--- config.mk ---
export PLATFORM = sky130hd
export DESIGN_NAME = ssp_frame_engine
export DESIGN_NICKNAME = d
export VERILOG_FILES = /design/src/rtl/ssp_frame_engine.sv
export SDC_FILE = /design/constraint.sdc
export NUM_CORES = 1
export LEC_CHECK = 0
export ABC_AREA = 1
export CAP_MARGIN = 40
export CORE_MARGIN = 3
export CORE_UTILIZATION = 50
export CTS_CLUSTER_SIZE = 10
export DETAILED_ROUTE_END_ITERATION = 16
export PLACE_DENSITY_LB_ADDON = 0.2
export SYNTH_ARGS = -nofsm -noshare
export SYNTH_HDL_FRONTEND = slang
export SYNTH_SLANG_ARGS = --single-unit
--- constraint.sdc ---
create_clock -name ck_1356meg -period 1.95 [get_ports ck_1356meg]
set_clock_uncertainty 0.1 [all_clocks]
set_input_delay 0.2925 -clock ck_1356meg [delete_from_list [all_inputs] [get_ports ck_1356meg]]
set_output_delay 0.2925 -clock ck_1356meg [all_outputs]
set_load 0.005 [all_outputs]
--- src/rtl/ssp_frame_engine.sv ---
// SSP link engine: registered pass-through of the HF mode SSP signals, or a self-clocked
// engine that transmits a test/echo word to the ARM and captures full words from it.
module ssp_frame_engine #(
    parameter int          FRAME_BITS = 32,
    parameter int          DIV_LOG2   = 3,
    parameter logic [31:0] PATTERN    = 32'hDEADBEEF
) (
    input  logic                  ck_1356meg,
    input  logic                  reset,
    input  logic [1:0]            mode,
    input  logic [FRAME_BITS-1:0] pattern_in,
    input  logic                  pattern_load,
    input  logic                  hi_ssp_clk,
    input  logic                  hi_ssp_frame,
    input  logic                  hi_ssp_din,
    input  logic                  ssp_dout,
    output logic                  ssp_clk,
    output logic                  ssp_frame,
    output logic                  ssp_din,
    output logic [FRAME_BITS-1:0] rx_word,
    output logic                  rx_valid,
    output logic [7:0]            frame_count
);

    typedef enum logic [1:0] {
        MODE_PASS = 2'b00,
        MODE_RX   = 2'b01,
        MODE_TX   = 2'b10,
        MODE_LOOP = 2'b11
    } mode_e;

    localparam int PS_W = (DIV_LOG2 > 0) ? DIV_LOG2 : 1;
    localparam int BI_W = (FRAME_BITS > 2) ? $clog2(FRAME_BITS) : 1;
    localparam logic [PS_W-1:0] PS_MAX   = PS_W'((1 << DIV_LOG2) - 1);
    localparam logic [BI_W-1:0] BIT_LAST = BI_W'(FRAME_BITS - 1);

    mode_e                  mode_p1;
    logic [PS_W-1:0]        prescaler;
    logic [BI_W-1:0]        bit_idx;
    logic [FRAME_BITS-1:0]  tx_shift;
    logic [FRAME_BITS-1:0]  rx_shift;
    logic [FRAME_BITS-1:0]  echo_word;
    logic [FRAME_BITS-1:0]  pattern;

    logic                   tick;
    logic                   mode_chg;
    logic [FRAME_BITS-1:0]  tx_src;
    logic [FRAME_BITS-1:0]  tx_cur;
    logic [FRAME_BITS-1:0]  rx_next;

    assign tick     = (prescaler == PS_MAX);
    assign mode_chg = (mode != mode_p1);
    assign rx_next  = {rx_shift[FRAME_BITS-2:0], ssp_dout};

    // A same-cycle pattern_load wins so a load coincident with frame start goes out at once.
    always_comb begin
        tx_src = '0;
        case (mode_e'(mode))
            MODE_TX:   tx_src = pattern_load ? pattern_in : pattern;
            MODE_LOOP: tx_src = echo_word;
            default:   tx_src = '0;
        endcase
        tx_cur = (bit_idx == '0) ? tx_src : tx_shift;
    end

    always_ff @(posedge ck_1356meg) begin
        if (reset) begin
            mode_p1     <= mode_e'(mode);
            prescaler   <= '0;
            bit_idx     <= '0;
            tx_shift    <= '0;
            rx_shift    <= '0;
            echo_word   <= '0;
            pattern     <= PATTERN[FRAME_BITS-1:0];
            ssp_clk     <= 1'b0;
            ssp_frame   <= 1'b0;
            ssp_din     <= 1'b0;
            rx_word     <= '0;
            rx_valid    <= 1'b0;
            frame_count <= '0;
        end else begin
            mode_p1  <= mode_e'(mode);
            rx_valid <= 1'b0;
            if (pattern_load)
                pattern <= pattern_in;

            if (mode_chg || mode_e'(mode) == MODE_PASS) begin
                prescaler <= '0;
                bit_idx   <= '0;
                tx_shift  <= '0;
                rx_shift  <= '0;
                // The switching cycle itself drives zeros; pass-through starts the cycle after.
                ssp_clk   <= mode_chg ? 1'b0 : hi_ssp_clk;
                ssp_frame <= mode_chg ? 1'b0 : hi_ssp_frame;
                ssp_din   <= mode_chg ? 1'b0 : hi_ssp_din;
            end else begin
                prescaler <= tick ? '0 : prescaler + 1'b1;
                if (tick) begin
                    ssp_clk <= ~ssp_clk;
                    if (!ssp_clk) begin
                        ssp_frame <= (bit_idx == '0);
                        if (bit_idx == '0)
                            tx_shift <= tx_src;
                        ssp_din <= tx_cur[FRAME_BITS-1];
                    end else begin
                        rx_shift <= rx_next;
                        if (bit_idx == BIT_LAST) begin
                            rx_word     <= rx_next;
                            rx_valid    <= 1'b1;
                            echo_word   <= rx_next;
                            frame_count <= frame_count + 8'd1;
                            bit_idx     <= '0;
                        end else begin
                            bit_idx  <= bit_idx + 1'b1;
                            tx_shift <= {tx_shift[FRAME_BITS-2:0], 1'b0};
                        end
                    end
                end
            end
        end
    end

endmodule

# == Word-level counts from Yosys, hierarchy flattened ==
# Cells that the tools add are included.
# totals
word_cells,57
ram_bits,0
mem_count,0
rom_bits,0
in_bits,41
latch_bits,0
regBits,149
output_inout_bits,44
# classes
n_eq_ne,7
n_bitwise,3
n_mux,18
multipliers,0
n_reduce_logical,13
add_sub_neg,3
div,0
n_shift,0
magnitude_cmp,0
# ops
operator,n
32-bit two-way mux,4
32-bit one-hot mux with 2 select lines,1
1-bit two-way mux,12
"8-bit by 1-bit adder with 8-bit output, second input constant",1
2-bit AND reduction,3
"5-bit by 1-bit adder with 5-bit output, second input constant",1
"5-bit == test, second input constant",1
5-bit logical NOT,1
5-bit two-way mux,1
"2-bit == test, second input constant",2
4-bit AND reduction,1
2-bit nonzero test,2
4-bit OR reduction,1
"3-bit by 1-bit adder with 3-bit output, second input constant",1
"3-bit == test, second input constant",1
1-bit inverter,3
3-bit AND reduction,1
3-bit OR reduction,1
2-bit logical NOT,1
"2-bit by 1-bit inequality test with 1-bit output, second input constant",1
2-bit inequality test,1
"2-bit inequality test, second input constant",1
2-bit OR reduction,1
1-bit logical OR,1

# == Depth between registers and ports, before layout ==
# depth
depth_word,6
depth_mapped,12
mapped_depth_nobuf,11

# == Worst setup path before layout ==
# OpenSTA, ideal clock, no wires.
# synth_timing
path_kind,register to register
from,register bit_idx[1]
to,register echo_word[10]
t_arrival_ns,1.536
path_buffers,1
t_required_ns,1.718
setup_time_ns,0.132
setup_slack_ns,0.182
stages_incl_launch_ff,11
period_less_slack_ns,1.768
cell_sequence,dfxtp_1 -> ha_1 -> nand2_1 -> nor2_1 -> ha_1 -> inv_1 -> nor3_2 -> nand3_2 -> clkbuf_1 -> nand2_1 -> a21oi_1
# synth_between
elab_chain_cells,2
# synth_lines
item,line,source
"start, declared",39,logic [BI_W-1:0] bit_idx;
"start signal, assigned",114,bit_idx <= bit_idx + 1'b1;
5-bit == test,107,if (bit_idx == BIT_LAST) begin
4-bit AND reduction (no line),n/a,
"end signal, assigned",110,echo_word <= rx_next;
"end, declared",42,logic [FRAME_BITS-1:0] echo_word;
# Every way passes these cells.
# A chain may end at the register's enable or synchronous reset.

# == Worst setup path in the final report ==
# layout_timing
from,register bit_idx[0]
to,register echo_word[15]
# Same word-level chain as after synthesis.

==> metrics.csv <==
stage;metric;value;unit
detailed_routing;dr.pass1.iters;5;
power;worst_ir_drop_vdd;0.551;mV
sta;max_freq;0.517;GHz
place;placed_area;7660;um2
power;leakage;3.62;nW
floorplan;die_x;119;um
critical_path;end_kind;flip-flop;
critical_path;path_max_fanout;7;
worst_hold_path;holdCritPathClass;input port to flip-flop;
final_layout;layout-drive-gt1-share;0.114;
sta;post-route-period-util;0.992;
grt;grt_pass1_vias;5598;
power;total_power;6.75;mW
clock_tree;cts_tree;done;
critical_path;crit_family;simple AND/OR/NAND/NOR gates;
clock_tree;clock-sinks;149;
place;dp_hpwl;11.4;mm
sta;layout_setup_ws;16.3;ps
clock_tree;cts_inserted_buffers;17;
sta;hold_viol;0;
final_layout;num_antenna_cells;0;
clock_tree;htreeDepth;4;
critical_path;startpoint_type;flip-flop;
grt;grt_start_max_net_pins;35;
synth;netlist_instances;956;
power;power.density;798;nW/um2
final_layout;layout_common_cells;nand2_1 (472), dfxtp_1 (147), clkdlybuf4s50_1 (83);
critical_path;cpPeakStageDelay;350;ps
grt;antenna_found_initial;0;
final_layout;area_growth;32.2;%
clock_tree;clk_latency;420;ps
synth;synth-seq-cells;149;
synth;avgSynthCellArea;6.70;um2
sta;tightest_slew;333;ps
synth;synth_nets;1003;
critical_path;cp_num_buf_inv;3;
detailed_routing;antenna_left;0;
critical_path;arrival;2180;ps
final_layout;fillCellCount;1027;
clock_tree;cts.path.max_buffers;2;
detailed_routing;vias;6237;
floorplan;ios;85;
floorplan;start_util;0.522;
synth;syn_area;6400;um2
place;dp_slack;-36.5;ps
sta;slew_viol_final;0;
grt;grt_pass1_wl;27.3;mm
detailed_routing;wl_per_cell;13.7;um
run_status;status;completed;
synth;synth.distinct_cells;26;
sta;setup_viol_count_final;0;
clock_tree;cts_hold_buf;0;
detailed_routing;wirelength;17.0;mm
detailed_routing;drt_iter0_drc;331;
sta;relSlewSlack;0.778;
sta;rsz0062_at_grt;yes;
synth;yosysWarnings;0;
clock_tree;cts.reportedPaths.clkPinSlew;60;ps
final_layout;final_common_cell;nand2_1;
sta;layout_min_cycle_time;1930;ps
detailed_routing;drc_errors;0;
final_layout;layout.nets;1107;
floorplan;core-area;12300;um2
synth;ys_seq_area_frac;0.466;
grt;overflow;0;
floorplan;dieArea;14200;um2
detailed_routing;via_per_inst;5.03;
critical_path;cp_slowest_cell;dfxtp_2;
floorplan;rows;40;
final_layout;multi_input_area;3080;um2
critical_path;cp_data_required_time;2190;ps
grt;track_usage;0.234;
final_layout;seq_area;2990;um2
sta;whs;124;ps
critical_path;path_cells;ha_4 -> nand2_2 -> nor2_2 -> ha_2 -> inv_2 -> nor3_4 -> nand3_4 -> inv_8 -> clkbuf_16 -> nand2_1 -> a21oi_1;
critical_path;reg2reg_slack;20;ps
place;place_congestion;0.837;
floorplan;fp.dieH;119;um
final_layout;design_area;8470;um2
critical_path;critical_path_class;flip-flop to flip-flop;
job;maxCapViolations;0;
clock_tree;cts_root_buf;clkbuf_16;
place;portBuffers;84;
repair_timing:
action	4_1_cts	5_1_grt
setup endpoints to repair	0	72
setup buffers	0	2
resized for setup	0	42
path summary, 6_finish.rpt:
check	from	end	cells after the start
worst max-delay path	bit_idx[0]$_SDFFE_PP0P_	echo_word[15]$_SDFFE_PP0P_	11
worst min register to register	prescaler[0]$_SDFF_PP0_	prescaler[0]$_SDFF_PP0_	1
worst max register to register	bit_idx[0]$_SDFFE_PP0P_	echo_word[15]$_SDFFE_PP0P_	11
worst min-delay path	reset	echo_word[15]$_SDFFE_PP0P_	2
area by class of cell:
| class | count | area share |
|---|---|---|
| clock buffer | 23 | 0.0576 |
| multi-input combinational | 702 | 0.364 |
| tap | 168 | 0.0248 |
| sequential | 149 | 0.353 |
| clock inverter | 8 | 0.0117 |
| inverter | 53 | 0.0244 |
| timing repair buffer | 137 | 0.165 |
stage by stage:
| stage | TNS, ps | util | std cells |
|---|---|---|---|
| after global placement | -90.2 | 0.624 | 1203 |
| after floorplan | 0 | - | 956 |
| final | 0 | 0.691 | 1240 |
| after detailed placement | -1060 | 0.624 | 1203 |
| after CTS | 0 | 0.672 | 1234 |
| after global routing | -745 | 0.691 | 1240 |
report_power, final:
group | switching, mW | total, mW | internal (mW)
Combinational | 0.233 | 0.429 | 0.196
Clock | 1.21 | 3.21 | 2.01
Sequential | 0.0170 | 3.11 | 3.10
Total | 1.46 | 6.75 | 5.30
cell usage after synthesis:
library cell / instances / area, um2
a21oi_1: 97 / 485
a22oi_1: 1 / 7.51
buf_1: 4 / 15.0
buf_2: 20 / 100
buf_6: 4 / 45.0
clkbuf_1: 24 / 90.1
clkinv_1: 2 / 7.51
dfxtp_1: 149 / 2980
ha_1: 6 / 75.1
inv_1: 47 / 176
inv_2: 4 / 15.0
nand2_1: 476 / 1790
nand2_2: 1 / 6.26
nand3_1: 54 / 270
nand3_2: 1 / 10.0
nand3b_1: 2 / 15.0
nand4_1: 4 / 25.0
nor2_1: 38 / 143
nor2_4: 2 / 22.5
nor3_1: 1 / 5.00
nor3_2: 1 / 10.0
nor3b_1: 1 / 7.51
o21ai_0: 9 / 45.0
o21ai_1: 3 / 15.0
xnor2_1: 2 / 17.5
xor2_1: 3 / 26.3
cell families after synthesis:
logic type	Yosys count	share of synthesized area
AOI/OAI and AO/OA	110	0.0863
buffers and inverters	105	0.0701
DFF	149	0.466
adders and majority gates	6	0.0117
and+or+nand+nor	581	0.359
xor gates and xnor gates	5	0.00684
per-layer routing:
| layer | global-route usage | up-vias | part of all wire |
|---|---|---|---|
| met5 | 0 | - | 0 |
| met4 | 0.0768 | 0 | 0.014 |
| met3 | 0.0494 | 21 | 0.049 |
| met2 | 0.353 | 157 | 0.46 |
| met1 | 0.335 | 2865 | 0.48 |
| li1 | - | 3194 | - |
registers in the layout, indices dropped and copies added (netlist names):
register,cells
rx_valid,1
bit_idx,5
echo_word,32
pattern,32
prescaler,3
mode_p1,2
rx_shift,31
tx_shift,32
ssp_din,1
frame_count,8
ssp_clk,1
ssp_frame,1
No activity file was read; power rests on OpenSTA's default activity.
==> edit, RTL diff (same settings) <==
Change the parameter `DIV_LOG2` from 3 to 4.
--- a/src/rtl/ssp_frame_engine.sv
+++ b/src/rtl/ssp_frame_engine.sv
@@ -3,5 +3,5 @@
 module ssp_frame_engine #(
     parameter int          FRAME_BITS = 32,
-    parameter int          DIV_LOG2   = 3,
+    parameter int          DIV_LOG2   = 4,
     parameter logic [31:0] PATTERN    = 32'hDEADBEEF
 ) (
Check against the original RTL: not equivalent (a bounded check fails within 10 cycles, from zero or initial values and one cycle with reset high).
==> edit against the unedited design <==
Wire length decreased by 3.7%; synthesized area fell by 1.3%; non-clock buffer count fell by 11; design area down 2.7%; setup slack better by 0.075 ns; combinational power decreased by 6.1%; sequential cell count up 1; power up 1.9%; critical path depth fell by 9; global-route usage down 0.32 points; largest cell class is now sequential cells.
==> edit: results (changes against the unedited design) <==
- Reg area: 0.00300 mm^2 (was 0.00299 mm^2)
- Worst reg-to-reg path cell count: 9 (was 11)
- M3 GR Usage: 5.31% (was 4.94%)
- Hold Crit Depth: 5 (was 2)
- Post-Route WL: 16400 um (was 17000 um)
- Combinational Power Share: 5.9% (was 6.3%)
- R2R Path End: echo_word[18] (was echo_word[15])
- Sequential area share after synthesis: 47.5% (was 46.6%)
- Compound-cell area share of the yosys netlist: 14.9% (was 8.63%)
- Signal buf overhead: 16.0% (was 16.5%)
- Area after DPL: 0.00759 mm^2 (was 0.00766 mm^2)
- Placed insts: 1121 (was 1203)
- Clock network area share: 7.38% (was 6.93%)
- Post-DP HPWL: 10900 um (was 11400 um)
- Design Area, Final: 0.00824 mm^2 (was 0.00847 mm^2)
- Synth Area in Adders: 0.990% (was 1.17%)
- Multi-input gates: 617 (was 702)
- Met1 Use GR: 34.0% (was 33.5%)
- First-pass GRT wire length: 26800 um (was 27300 um)
- Post-Synthesis Cells: 878 (was 956)
- GR Util met2: 33.7% (was 35.3%)
- DR iter-0 viols: 541 (was 331)
- Largest net degree at the start of global routing: 50 (was 35)
- Post-synth top cells: 300 x nand2_1, 150 x dfxtp_1, 121 x a21oi_1 (was 476 x nand2_1, 149 x dfxtp_1, 97 x a21oi_1)
- WHS Endpoint: prescaler[2] (was echo_word[15])
- Status: completed (unchanged)
- Vias per cell: 5.20 (was 5.03)
- WHS: 0.241 ns (was 0.124 ns)
edit: how the worst max path moves through the flow:
stage | start | endpoint | slack, ns | cells past startpoint
after CTS | bit_idx[0] | tx_shift[28] | 0.005 | 10
after floorplan | bit_idx[0] | tx_shift[23] | 0.09 | 8
after global placement | mode[0] | frame_count[0] | -0.05 | 9
after detailed placement | mode[1] | tx_shift[4] | -0.09 | 10
after global routing | bit_idx[0] | tx_shift[23] | -0.004 | 8
final | ssp_clk | ssp_clk | 0.09 | 2
edit: per-stage QoR:
stage | power (mW) | worst slack, ns
after floorplan | 3.40 | 0.0889
after global placement | 3.59 | -0.0478
after detailed placement | 3.60 | -0.0907
after CTS | 6.90 | 0.00471
after global routing | 7.07 | -0.00434
final | 6.88 | 0.0913
edit: critical path: cells and delay by family, from the launching register on:
kind / cells / cell delay [ns]
buffers and inverters: 2 / 0.67
DFF: 1 / 0.38
